File: src/rtl/seq_mult8.sv
// Sequential unsigned 8x8 shift-and-add multiplier. One ripple-carry adder is
// reused for eight iterations to build a 16-bit product in {ACC, Q}.

module full_adder8b (
  input  logic [7:0] a,
  input  logic [7:0] b,
  input  logic       cin,
  output logic [7:0] s,
  output logic       cout
);
  logic [8:0] c;

  assign c[0] = cin;

  for (genvar i = 0; i < 8; i++) begin : g_bit
    assign s[i]   = a[i] ^ b[i] ^ c[i];
    assign c[i+1] = (a[i] & b[i]) | (a[i] & c[i]) | (b[i] & c[i]);
  end

  assign cout = c[8];
endmodule

module seq_mult8 (
  input  logic        clk,
  input  logic        rst,
  input  logic        start,
  input  logic [7:0]  A,
  input  logic [7:0]  B,
  output logic [15:0] P,
  output logic        busy,
  output logic        done
);
  typedef enum logic [1:0] {IDLE = 2'd0, RUN = 2'd1, DONE = 2'd2} state_t;

  state_t      state_q, state_d;
  logic [7:0]  m_q, m_d;
  logic [7:0]  acc_q, acc_d;
  logic [7:0]  q_q, q_d;
  logic [2:0]  cnt_q, cnt_d;
  logic [15:0] p_q, p_d;

  logic [7:0]  add_b;
  logic [7:0]  sum;
  logic        cout;

  assign add_b = q_q[0] ? m_q : 8'h00;

  full_adder8b u_add (
    .a    (acc_q),
    .b    (add_b),
    .cin  (1'b0),
    .s    (sum),
    .cout (cout)
  );

  always_ff @(posedge clk) begin
    if (rst) begin
      state_q <= IDLE;
      m_q     <= 8'h00;
      acc_q   <= 8'h00;
      q_q     <= 8'h00;
      cnt_q   <= 3'd0;
      p_q     <= 16'h0000;
    end else begin
      state_q <= state_d;
      m_q     <= m_d;
      acc_q   <= acc_d;
      q_q     <= q_d;
      cnt_q   <= cnt_d;
      p_q     <= p_d;
    end
  end

  // Next state plus datapath. In RUN the 9-bit sum and Q shift right as one
  // unit, so the adder carry lands in ACC[7] and is never lost.
  always_comb begin
    state_d = state_q;
    m_d     = m_q;
    acc_d   = acc_q;
    q_d     = q_q;
    cnt_d   = cnt_q;
    p_d     = p_q;
    case (state_q)
      IDLE: begin
        if (start) begin
          m_d     = A;
          q_d     = B;
          acc_d   = 8'h00;
          cnt_d   = 3'd0;
          state_d = RUN;
        end
      end
      RUN: begin
        acc_d = {cout, sum[7:1]};
        q_d   = {sum[0], q_q[7:1]};
        cnt_d = cnt_q + 3'd1;
        if (cnt_q == 3'd7) begin
          p_d     = {cout, sum, q_q[7:1]};
          state_d = DONE;
        end
      end
      DONE:    state_d = IDLE;
      default: state_d = IDLE;
    endcase
  end

  always_comb begin
    busy = 1'b0;
    done = 1'b0;
    case (state_q)
      RUN:     busy = 1'b1;
      DONE:    done = 1'b1;
      default: ;
    endcase
  end

  assign P = p_q;
endmodule
File: config.mk
export PLATFORM = sky130hd
export DESIGN_NAME = seq_mult8
export DESIGN_NICKNAME = d
export VERILOG_FILES = /design/src/rtl/seq_mult8.sv
export SDC_FILE = /design/constraint.sdc
export NUM_CORES = 1
export LEC_CHECK = 0
export ABC_CLOCK_PERIOD_IN_PS = 5000
export BUFFER_PORTS_ARGS = -buffer_cell sky130_fd_sc_hd__buf_2
export CAP_MARGIN = 0
export CORE_MARGIN = 3
export CORE_UTILIZATION = 54
export DETAILED_ROUTE_END_ITERATION = 6
export PLACE_DENSITY_LB_ADDON = 0.25
export SYNTH_ARGS = -nofsm -noshare
export SYNTH_HDL_FRONTEND = slang
export SYNTH_SLANG_ARGS = --single-unit
File: constraint.sdc
create_clock -name clk -period 5 [get_ports clk]
set_clock_uncertainty 0.1 [all_clocks]
set_input_delay 1 -clock clk [delete_from_list [all_inputs] [get_ports clk]]
set_output_delay 1 -clock clk [all_outputs]
set_load 0.01 [all_outputs]
Word level (Yosys, flattened, before mapping)

Index checks and enable logic that the tools add are counted.

Eq/ne operators: 5
Multiplexer cells: 12
Reductions and logical operators: 6
$lt $le $gt $ge: 0
Bitwise operators: 51
$mul: 0
Div/mod/pow operators: 0
Add/subtract/negate cells: 1
Shifts and indexed selects: 0

Operators with widths:

| cell                                                                   | count |
|---|---|
| 8-bit case mux with 2 select lines                                     | 2 |
| 8-bit 2-to-1 mux                                                       | 3 |
| 1-bit bitwise AND                                                      | 22 |
| 1-bit XOR                                                              | 15 |
| 1-bit OR                                                               | 14 |
| 2-bit AND reduction                                                    | 4 |
| 3-bit case mux with 2 select lines                                     | 1 |
| 2-bit 2-to-1 mux                                                       | 2 |
| 2-bit inequality test (second input constant)                          | 2 |
| 2-bit case mux with 2 select lines                                     | 1 |
| 3-bit by 1-bit adder with 3-bit output (second input constant)         | 1 |
| 3-bit equality test (second input constant)                            | 1 |
| 3-bit 2-to-1 mux                                                       | 1 |
| 2-bit by 1-bit equality test with 1-bit output (second input constant) | 1 |
| 2-bit equality test (second input constant)                            | 1 |
| 2-bit zero test                                                        | 1 |
| 1-bit 2-to-1 mux                                                       | 2 |
| 2-bit nonzero test                                                     | 1 |

Bits of input ports: 19
Bits in latches: 0
Memories kept: 0
Output and inout port bits: 18
Register bits: 45
RAM bits: 0
Memory bits (read-only): 0

Longest topological paths before layout

Gate-level depths: netlist of run 1.

Word-level depth: 24
Mapped depth: 14
Depth with buffers taken out: 13

Modules after synthesis

A second synthesis of run 1 with hierarchy kept.

Cells, all modules: 163
Area total of the unflattened synthesis: 1920.6 um^2

Modules (own cells, without submodules):

| module       | cells each | area each (um^2) | times used |
|---|---|---|---|
| seq_mult8    | 145        | 1722.9           | 1 |
| full_adder8b | 18         | 197.7            | 1 |

Worst setup path before layout of run 1

OpenSTA, ideal clock, no wires.

Path kind: register to register
From: register q_q[0]
To: register acc_q[6]
Clock period less this slack: 3702 ps
Slack: 1298 ps
Setup time: 122 ps
Data required time: 4778 ps
Data arrival time: 3480 ps
Cell stages (with the launch flop): 15
Cells stage by stage: dfxtp_1 > clkbuf_1 > and2_1 > ha_1 > inv_1 > fa_1 > inv_1 > fa_1 > inv_1 > fa_1 > fa_1 > fa_1 > fa_1 > fa_1 > o2bb2ai_1

Longest elaborated chain between the ends: 22
Elaborated cells on any way between the ends: 35
Those cells by class: 2 x mux; 33 x bitwise

RTL lines:

| element                              | RTL line | source |
|---|---|---|
| from (decl)                          | 38       | `logic [7:0] q_q, q_d;` |
| from (signal assigned)               | 68       | `q_q <= q_d;` |
| 8-bit 2-to-1 mux *                   | 46       | `assign add_b = q_q[0] ? m_q : 8'h00;` |
| 1-bit bitwise AND (2 in a row)       | 17       | `assign c[i+1] = (a[i] & b[i]) \| (a[i] & c[i]) \| (b[i] & c[i]);` |
| 1-bit OR (2 in a row)                | 17       |  |
| 1-bit bitwise AND                    | 17       |  |
| 1-bit OR (2 in a row)                | 17       |  |
| 1-bit bitwise AND                    | 17       |  |
| 1-bit OR (2 in a row)                | 17       |  |
| 1-bit bitwise AND                    | 17       |  |
| 1-bit OR (2 in a row)                | 17       |  |
| 1-bit bitwise AND                    | 17       |  |
| 1-bit OR (2 in a row)                | 17       |  |
| 1-bit bitwise AND                    | 17       |  |
| 1-bit OR (2 in a row)                | 17       |  |
| 1-bit XOR *                          | 16       | `assign s[i] = a[i] ^ b[i] ^ c[i];` |
| 8-bit case mux with 2 select lines * | 83       | `case (state_q)` |
| to (signal assigned)                 | 60       | `acc_q <= 8'h00;` |
| to (signal assigned)                 | 67       | `acc_q <= acc_d;` |
| to (decl)                            | 37       | `logic [7:0] acc_q, acc_d;` |

Every way passes the cells marked *; elsewhere a longest branch is shown, timed or not.
A chain may end at the register's enable or synchronous reset.

Final worst setup path of run 1

Ends and elaborated chain as after synthesis.

==> reports/metrics.csv, run 1 <==
metric,value,unit
P_int,482,uW
Root Driver,clkbuf_4,
gpl congestion,0.789,
most frequent cell after synthesis,dfxtp_1,
"slowest stage cell, crit path",dfxtp_1,
Slew Limit Fails,0,
area of the multi-input gates,883,um2
CORE AREA,3200,um2
"Period Utilization, post-route",0.785,
distinct cell type count after synthesis,28,
Via density,5.32,
cts hold-fix bufs,0,
gr ovfl total,0,
Netlist Area Pre-Place,1910,um2
Net Sw Frac,0.251,
Tmin final,3.93,ns
clock sinks,45,
first-pass GRT wire length,6390,um
most frequent cells after synthesis,"dfxtp_1, nor2_1, mux2i_1",
CTS resizes,0,
max-cap viol count,0,
Post-DP HPWL,2710,um
Worst Setup End Kind,flop,
Final Core Density,0.668,
First-pass DRT Iterations,4,
"area leader, netlist",dfxtp_1,
buffers added on ports,36,
family with the most delay on the worst path,adder cells,
sequential element share of the synthesized area,0.472,
"Clk pin slew, worst setup/hold paths",0.13,ns
Peak VDD IR,0.194,mV
Residual DRC,0,
"FFs w/ async S/R, synth",0,
final-report hold violation count,0,
maximum clock rate,255,MHz
RSZ-0062 raised after global routing,no,
Reg power frac,0.598,
flop2flop setup slack,1.07,ns
# Post-CTS Setup Buffers,0,
Critical Path RT,5.15,ns
Main synth FF type,dfxtp_1,
Hold Path Class,flop to flop,
"Setup violations, final",0,
die extent in y,65.4,um
CP max stage delay,0.53,ns
Mean Syn Cell Area,11.9,um2
worst path bufs/invs,3,
I/O Pins,37,
status,completed,
Die Wd,65.4,um
clk_lat worst skew,0.36,ns
nets,225,
slew of the pin with the lowest slew margin,0.677,ns
fillers,275,
initial drt markers,82,
CTS H-tree lvls,2,
layout cells sized above 1,0.310,
DR WL/cell,15.1,um
area growth from synthesis to layout,12.2,%
initial antenna violation count,0,
Net Switching,161,uW
Setup crit start kind,flop,
Final ANT Viol Nets,0,
final wirelength,3640,um
Synth area leaders,"dfxtp_1, mux2i_1, fa_1",
post-synth top area share,0.472,
CP arrival,4.07,ns
Clk pwr share,0.305,
die footprint,4280,um2
CTS tree,done,
FF+latch area,901,um2
Lkg Pwr,0.000877,uW
starting density of the core,0.596,
"Net Count, Synth",190,
Post-synth EDFFs,0,
most numerous cell on the critical path,fa_1,
TritonCTS Buffers,5,
synth warn,0,
Max clock buf depth,2,
Gate power share,0.097,
CP cell instances,"and2_1, ha_1, inv_1, fa_1, inv_1, fa_1, inv_1, fa_1, fa_1, fa_1, fa_1, fa_1, o2bb2ai_1",
Max-slew headroom,0.548,
largest net degree at the start of global routing,22,
Power Dens Cells,300,nW/um2
setup TNS,0,ns
row count,20,
maximum fanout along the worst path,9,
Crit Path Class,flop to flop,
Post-Syn Instances,161,
Yosys reg bits,45,
gr usage total,0.196,
diode count,0,
vias in the first global route,1329,
vias,1281,
-- power by group through the flow --
stage | clock (uW) | sequential, uW | combinational [uW]
after floorplan | 0 | 385 | 56.0
after global routing | 212 | 386 | 69.6
after global placement | 0 | 391 | 60.1
after CTS | 200 | 384 | 62.8
final | 196 | 384 | 62.6
after detailed placement | 0 | 392 | 62.8
-- flip-flops by register name (all words and copies together) (netlist names) --
signal	count
state_q	2
m_q	8
acc_q	8
q_q	8
P	16
cnt_q	3
-- cell type report --
type / count / area share
flip-flops and latches: 45 / 0.421
repair buffers: 37 / 0.0877
inverters: 11 / 0.0205
multi-input cells: 96 / 0.413
clock inverters: 1 / 0.00234
well taps: 44 / 0.0257
clock buffers: 7 / 0.0304
-- layout by cell type, fill, tap and decap left out, types with 2 or more instances in the layout --
cell and n:
and2_1 2, o2bb2ai_1 14, nor2_1 17, a211oi_2 8
a22o_1 12, dfxtp_1 45, inv_1 10, buf_2 36
mux2i_1 16, clkbuf_8 2, clkbuf_4 5, ha_1 3
nand2_1 6, fa_1 7
-- worst paths after layout --
kind           from  endpoint  cells after the start
max reg2reg  q_q[0]  acc_q[6]                     13
min           P[13]     P[13]                      1
min reg2reg   P[13]     P[13]                      1
max          q_q[0]  acc_q[6]                     13
-- cells by family (layout without fill, tap and decap cells) --
family | after synthesis | in the layout | synth area share
multiplexers | 17 | 17 | 0.0898
flip-flops | 45 | 45 | 0.472
AND/OR/NAND/NOR | 32 | 32 | 0.0885
adder cells (fa/ha/maj) | 10 | 10 | 0.0931
AO/OA/AOI/OAI | 37 | 37 | 0.191
buffers and inverters | 20 | 56 | 0.0649
-- layer usage --
layer  wire length, um  vias to the layer above  share of wire  track usage
met5                 0                        -              0            0
met4                40                        0          0.011       0.0622
met3               157                        6          0.043       0.0479
met2              1660                       29           0.46        0.302
met1              1780                      615           0.49        0.272
li1                  -                      631              -            -
-- per-stage QoR --
| step | power, uW | hold WS (ns) | cell area [um2] | std cells | setup WS [ns] |
|---|---|---|---|---|---|
| after floorplan | 441 | 0.332 | 1910 | 161 | 1.30 |
| after global placement | 451 | 0.341 | 2070 | 233 | 1.31 |
| after detailed placement | 455 | 0.342 | 2070 | 233 | 1.11 |
| after CTS | 647 | 0.375 | 2140 | 241 | 1.06 |
| after global routing | 667 | 0.388 | 2140 | 241 | 0.900 |
| final | 643 | 0.373 | 2140 | 241 | 1.07 |
Power figures use the tool's default switching activity.
==> run 2: changes to the inputs <==
--- a/config.mk
+++ b/config.mk
@@ -5,11 +5,11 @@
 export SDC_FILE = /design/constraint.sdc
 export NUM_CORES = 1
 export LEC_CHECK = 0
-export ABC_CLOCK_PERIOD_IN_PS = 5000
+export ABC_CLOCK_PERIOD_IN_PS = 3400
 export BUFFER_PORTS_ARGS = -buffer_cell sky130_fd_sc_hd__buf_2
 export CAP_MARGIN = 0
 export CORE_MARGIN = 3
-export CORE_UTILIZATION = 54
+export CORE_UTILIZATION = 48
 export DETAILED_ROUTE_END_ITERATION = 6
 export PLACE_DENSITY_LB_ADDON = 0.25
 export SYNTH_ARGS = -nofsm -noshare
==> constraint.sdc (replaced) <==
create_clock -name clk -period 3.4 [get_ports clk]
set_clock_uncertainty 0.1 [all_clocks]
set_input_delay 0.68 -clock clk [delete_from_list [all_inputs] [get_ports clk]]
set_output_delay 0.68 -clock clk [all_outputs]
set_load 0.01 [all_outputs]
==> reports/metrics.csv, run 2 (synthesis gave the netlist of run 1 again) <==
metric,value,unit,change
initial antenna violation count,0,,unchanged
DP Area,2110,um2,+2.1%
"Period Utilization, post-route",1.01,,+0.221
hold path endpoint,P[11],,
first-pass GRT wire length,6580,um,+3.0%
max-cap viol count,0,,unchanged
Worst Setup End Kind,flop,,
I/O Pins,37,,unchanged
max reg flops,16,,unchanged
fillers,355,,+29%
pre-CTS WS,-0.00588,ns,-1.12 ns
Hold Worst Slack,0.359,ns,-0.0143 ns
gr ovfl total,0,,unchanged
initial drt markers,46,,-44%
most frequent cells in the layout,"dfxtp_1, buf_2, nor2_1, mux2i_1, o2bb2ai_1",,
Tmin final,3.42,ns,-0.504 ns
reg-to-reg endpoint,acc_q[6],,
final worst slack,-0.0228,ns,-1.10 ns
starting density of the core,0.510,,-0.0860
Final ANT Viol Nets,0,,unchanged
FF+latch area,903,um2,+0.28%
CTS tree,done,,
slew of the pin with the lowest slew margin,0.641,ns,-0.0357 ns
vias in the first global route,1370,,+3.1%
RR Startpoint,m_q[0],,
RSZ-0062 raised after global routing,yes,,
CORE AREA,3740,um2,+17%
Inst Count DP,238,,+2.1%
Post-DP HPWL,2780,um,+2.4%
row count,22,,+10%
clk_lat worst skew,0.30,ns,-0.06 ns
Hold Crit Depth,1,,unchanged
die footprint,4770,um2,+11%
failing checks,setup timing,,
Power Dens Cells,445,nW/um2,+48%
Lkg Pwr,0.000887,uW,+1.1%
Slew Limit Fails,0,,unchanged
First-pass DRT Iterations,4,,unchanged
post-route insts no fill,246,,+2.1%
Hold Path Class,flop to flop,,
flop2flop setup slack,-0.02,ns,-1.10 ns
clock sinks,45,,unchanged
largest net degree at the start of global routing,22,,unchanged
die extent in y,69.1,um,+5.5%
DR WL/cell,16.0,um,+6.3%
cells on worst reg2reg path,13,,unchanged
buffers added on ports,36,,unchanged
Die Wd,69.1,um,+5.5%
maximum clock rate,292,MHz,+15%
gr usage total,0.176,,-0.0203
Via density,5.26,,-1.0%
Crit Path Class,flop to flop,,
final-report hold violation count,0,,unchanged
worst min-delay path startpoint,P[11],,
Root Driver,clkbuf_8,,
maximum fanout along the worst path,2,,-7
Setup crit start kind,flop,,
Residual DRC,0,,unchanged
CTS H-tree lvls,2,,unchanged
layout cells sized above 1,0.374,,+0.0641
"commonest non-fill, non-tap cell in the layout",dfxtp_1,,
CP arrival,3.51,ns,-0.56 ns
"Setup violations, final",2,,+2
Critical Path RT,3.48,ns,-1.67 ns
# Post-CTS Setup Buffers,0,,unchanged
Max-slew headroom,0.572,,+0.0238
Max clock buf depth,2,,unchanged
cts hold-fix bufs,0,,unchanged
final wirelength,3950,um,+8.5%
design area,2200,um2,+2.7%
area of the multi-input gates,913,um2,+3.4%
vias,1294,,+1.0%
nets,226,,+0.44%
diode count,0,,unchanged
gpl congestion,0.827,,+4.7%
status,"complete, but fails checks",,
area growth from synthesis to layout,15.2,%,
Peak VDD IR,0.240,mV,+24%
Final Core Density,0.587,,-0.0811
TritonCTS Buffers,5,,unchanged
"Clk pin slew, worst setup/hold paths",0.08,ns,-0.05 ns
## run 2: changes by cell type in the layout (fill, tap and decap cells not counted), moves of 2 or more
cell,change
fa_2,+6
inv_2,+3
fa_1,-6
dfxtp_1,-2
clkbuf_4,-5
dfxtp_2,+2
inv_1,-3
clkbuf_8,+3
## run 2: worst max-delay path, stage by stage (launching register included)
cell	delay, ns
dfxtp_2	0.33
and2_4	0.14
ha_4	0.12
inv_2	0.04
fa_2	0.32
inv_2	0.06
fa_2	0.18
inv_2	0.04
fa_2	0.33
fa_2	0.37
fa_2	0.35
fa_2	0.34
fa_1	0.51
o2bb2ai_1	0.07
## run 2: cell type report
cell class	count	share of cell area
Multi-Input combinational cell	96	0.415
Sequential cell	45	0.411
Timing Repair Buffer	38	0.0888
Clock buffer	6	0.0330
Tap cell	48	0.0273
Inverter	11	0.0199
Clock inverter	2	0.00455
## run 2: power breakdown
part           leakage, uW  switching (uW)  internal, uW
registers         0.000367            16.9           545
clock network    0.0000450             175           142
logic             0.000475            53.1          45.1
## run 2: repair_timing
action | CTS | global route
gates resized for setup | 2 | 0
setup endpoints to repair | 2 | 4
pin swaps | 0 | 1
## run 2: worst max-delay path by stage
stage	startpoint	endpoint	slack, ns	depth (start not counted)
6_report	m_q[0]	acc_q[6]	-0.02	13
5_1_grt	m_q[0]	P[14]	-0.1	13
4_1_cts	m_q[0]	acc_q[6]	-0.02	13
3_5_place_dp	m_q[0]	acc_q[6]	-0.006	13
3_3_place_gp	m_q[0]	acc_q[6]	0.06	13
2_1_floorplan	q_q[0]	acc_q[6]	-0.03	14
## run 2: per-stage QoR
step | setup TNS [ns] | total power [uW]
after floorplan | -0.0677 | 652
after global placement | 0 | 666
after detailed placement | -0.00588 | 673
after CTS | -0.0315 | 987
after global routing | -0.281 | 1020
final | -0.0317 | 978
## run 2: metal layers
metal / vias up / track usage / share of wire
li1: 631 / - / -
met1: 620 / 0.213 / 0.44
met2: 38 / 0.288 / 0.49
met3: 5 / 0.0539 / 0.048
met4: 0 / 0.0759 / 0.016
met5: - / 0 / 0
==> run 3: changes to the inputs <==
--- a/config.mk
+++ b/config.mk
@@ -8,8 +8,10 @@
 export ABC_CLOCK_PERIOD_IN_PS = 3400
 export BUFFER_PORTS_ARGS = -buffer_cell sky130_fd_sc_hd__buf_2
 export CAP_MARGIN = 0
+export CELL_PAD_IN_SITES_DETAIL_PLACEMENT = 1
+export CELL_PAD_IN_SITES_GLOBAL_PLACEMENT = 2
 export CORE_MARGIN = 3
-export CORE_UTILIZATION = 48
+export CORE_UTILIZATION = 32
 export DETAILED_ROUTE_END_ITERATION = 6
 export PLACE_DENSITY_LB_ADDON = 0.25
 export SYNTH_ARGS = -nofsm -noshare
==> reports/metrics.csv, run 3 (synthesis gave the netlist of run 1 again) <==
metric,value,unit,change
Tmin final,3.40,ns,-0.0233 ns
Die Wd,83.2,um,+21%
TritonCTS Buffers,5,,unchanged
layout cells sized above 1,0.384,,+0.0101
Gate power share,0.090,,-0.011
CTS tree,done,,
final worst slack,0.000554,ns,+0.0233 ns
Final ANT Viol Nets,0,,unchanged
P_int,829,uW,+13%
max reg flops,16,,unchanged
buffers added on ports,36,,unchanged
maximum clock rate,294,MHz,+0.69%
Crit. Startpoint,m_q[0],,
Reg power frac,0.519,,-0.056
clock sinks,45,,unchanged
Hold Crit Depth,1,,unchanged
Worst Setup End Kind,flop,,
largest net degree at the start of global routing,22,,unchanged
Slew Limit Fails,0,,unchanged
Via density,4.83,,-8.2%
nets,226,,unchanged
"Period Utilization, post-route",1.00,,-0.00686
Post-DP HPWL,3080,um,+11%
die footprint,6930,um2,+45%
status,completed,,
Max-slew headroom,0.566,,-0.00564
initial drt markers,23,,-50%
row count,27,,+23%
cts hold-fix bufs,0,,unchanged
post-route insts no fill,270,,+9.8%
vias in the first global route,1408,,+2.8%
die extent in y,83.2,um,+21%
cells on worst reg2reg path,13,,unchanged
First-pass DRT Iterations,4,,unchanged
most frequent cells in the layout,"dfxtp_1, buf_2, nor2_1, mux2i_1, o2bb2ai_1",,
CORE AREA,5640,um2,+51%
CP arrival,3.48,ns,-0.03 ns
uppermost layer routed,met4,,
slew of the pin with the lowest slew margin,0.650,ns,+0.00846 ns
DR WL/cell,15.8,um,-1.5%
Inst Count DP,262,,+10%
gr usage total,0.130,,-0.0466
Residual DRC,0,,unchanged
area growth from synthesis to layout,19.1,%,
Hold Path Class,flop to flop,,
Lkg Pwr,0.000901,uW,+1.6%
RSZ-0062 raised after global routing,yes,,
vias,1304,,+0.77%
DR WL met3,156,um,-17%
diode count,0,,unchanged
Post-Route M1 WL,2030,um,+16%
first-pass GRT wire length,7180,um,+9.1%
WL met2,2030,um,+4.2%
Setup crit start kind,flop,,
"commonest non-fill, non-tap cell in the layout",dfxtp_1,,
Crit Path Class,flop to flop,,
Max clock buf depth,2,,unchanged
Peak VDD IR,0.231,mV,-3.9%
Root Driver,clkbuf_8,,
max-cap viol count,0,,unchanged
clk_lat worst skew,0.30,ns,about the same
gr ovfl total,0,,unchanged
Net Sw Frac,0.235,,-0.0155
Net Switching,254,uW,+4.0%
CTS H-tree lvls,2,,unchanged
FF+latch area,903,um2,unchanged
Hold Worst Slack,0.365,ns,+0.00620 ns
"Clk pin slew, worst setup/hold paths",0.09,ns,about the same
final wirelength,4270,um,+8.1%
Clk pwr share,0.391,,+0.067
maximum fanout along the worst path,2,,unchanged
area of the multi-input gates,920,um2,+0.68%
Power Dens Cells,477,nW/um2,+7.3%
worst min-delay path startpoint,P[11],,
starting density of the core,0.338,,-0.171
"Setup violations, final",0,,-2
initial antenna violation count,0,,unchanged
Critical Path RT,3.48,ns,about the same
pre-CTS WS,-0.0207,ns,-0.0148 ns
gpl congestion,0.719,,-13%
I/O Pins,37,,unchanged
RR Startpoint,m_q[0],,
fillers,625,,+76%
final-report hold violation count,0,,unchanged
==> run 3: changes by cell type in the layout (fill, tap and decap cells not counted), sizes merged <==
cell | before | now
bufinv | 0 | 1
clkinv | 2 | 0
clkinvlp | 0 | 1
==> run 3: final timing paths <==
check	endpoint	slack (ns)
worst max register to register	acc_q[6]	0.0006
worst max-delay path	acc_q[6]	0.0006
worst min register to register	P[11]	0.37
worst min-delay path	P[11]	0.37
==> run 3: area by class of cell <==
class                           count  area share
Timing Repair Buffer               38      0.0859
Clock inverter                      2      0.0165
Tap cell                           72      0.0396
Clock buffer                        6      0.0363
Inverter                           11      0.0193
Multi-Input combinational cell     96       0.405
Sequential cell                    45       0.398
==> run 3: power by group through the flow <==
stage / logic [uW] / clock network (uW) / registers, uW
after floorplan: 85.4 / 0 / 566
after global placement: 95.9 / 0 / 573
after detailed placement: 99.5 / 0 / 575
after CTS: 99.7 / 438 / 563
after global routing: 108 / 462 / 566
final: 97.7 / 423 / 563
==> run 3: worst max-delay path, stage by stage (launching register included) <==
cell	delay, ns
dfxtp_2	0.34
and2_4	0.14
ha_4	0.11
inv_2	0.03
fa_2	0.33
inv_2	0.06
fa_2	0.18
inv_2	0.04
fa_2	0.33
fa_2	0.36
fa_2	0.34
fa_2	0.34
fa_1	0.51
o2bb2ai_1	0.06
==> run 3: metal layers <==
| layer | vias to the layer above | global-route usage |
|---|---|---|
| met5 | - | 0 |
| met4 | 0 | 0.0446 |
| met3 | 4 | 0.0357 |
| met2 | 22 | 0.206 |
| met1 | 646 | 0.169 |
| li1 | 632 | - |
==> run 3: per-stage QoR <==
stage           util  TNS, ns  instance area (um2)  total power [uW]
3_3_place_gp   0.380        0                 2140               669
6_report       0.403        0                 2270              1080
3_5_place_dp   0.380  -0.0347                 2140               674
5_1_grt        0.403   -0.348                 2270              1140
2_1_floorplan      -  -0.0677                 1950               652
4_1_cts        0.402  -0.0110                 2270              1100
==> run 3: what timing repair did <==
action	in CTS	in global routing
buffers inserted	0	0
setup endpoints to repair	2	4
gates resized for setup	2	1
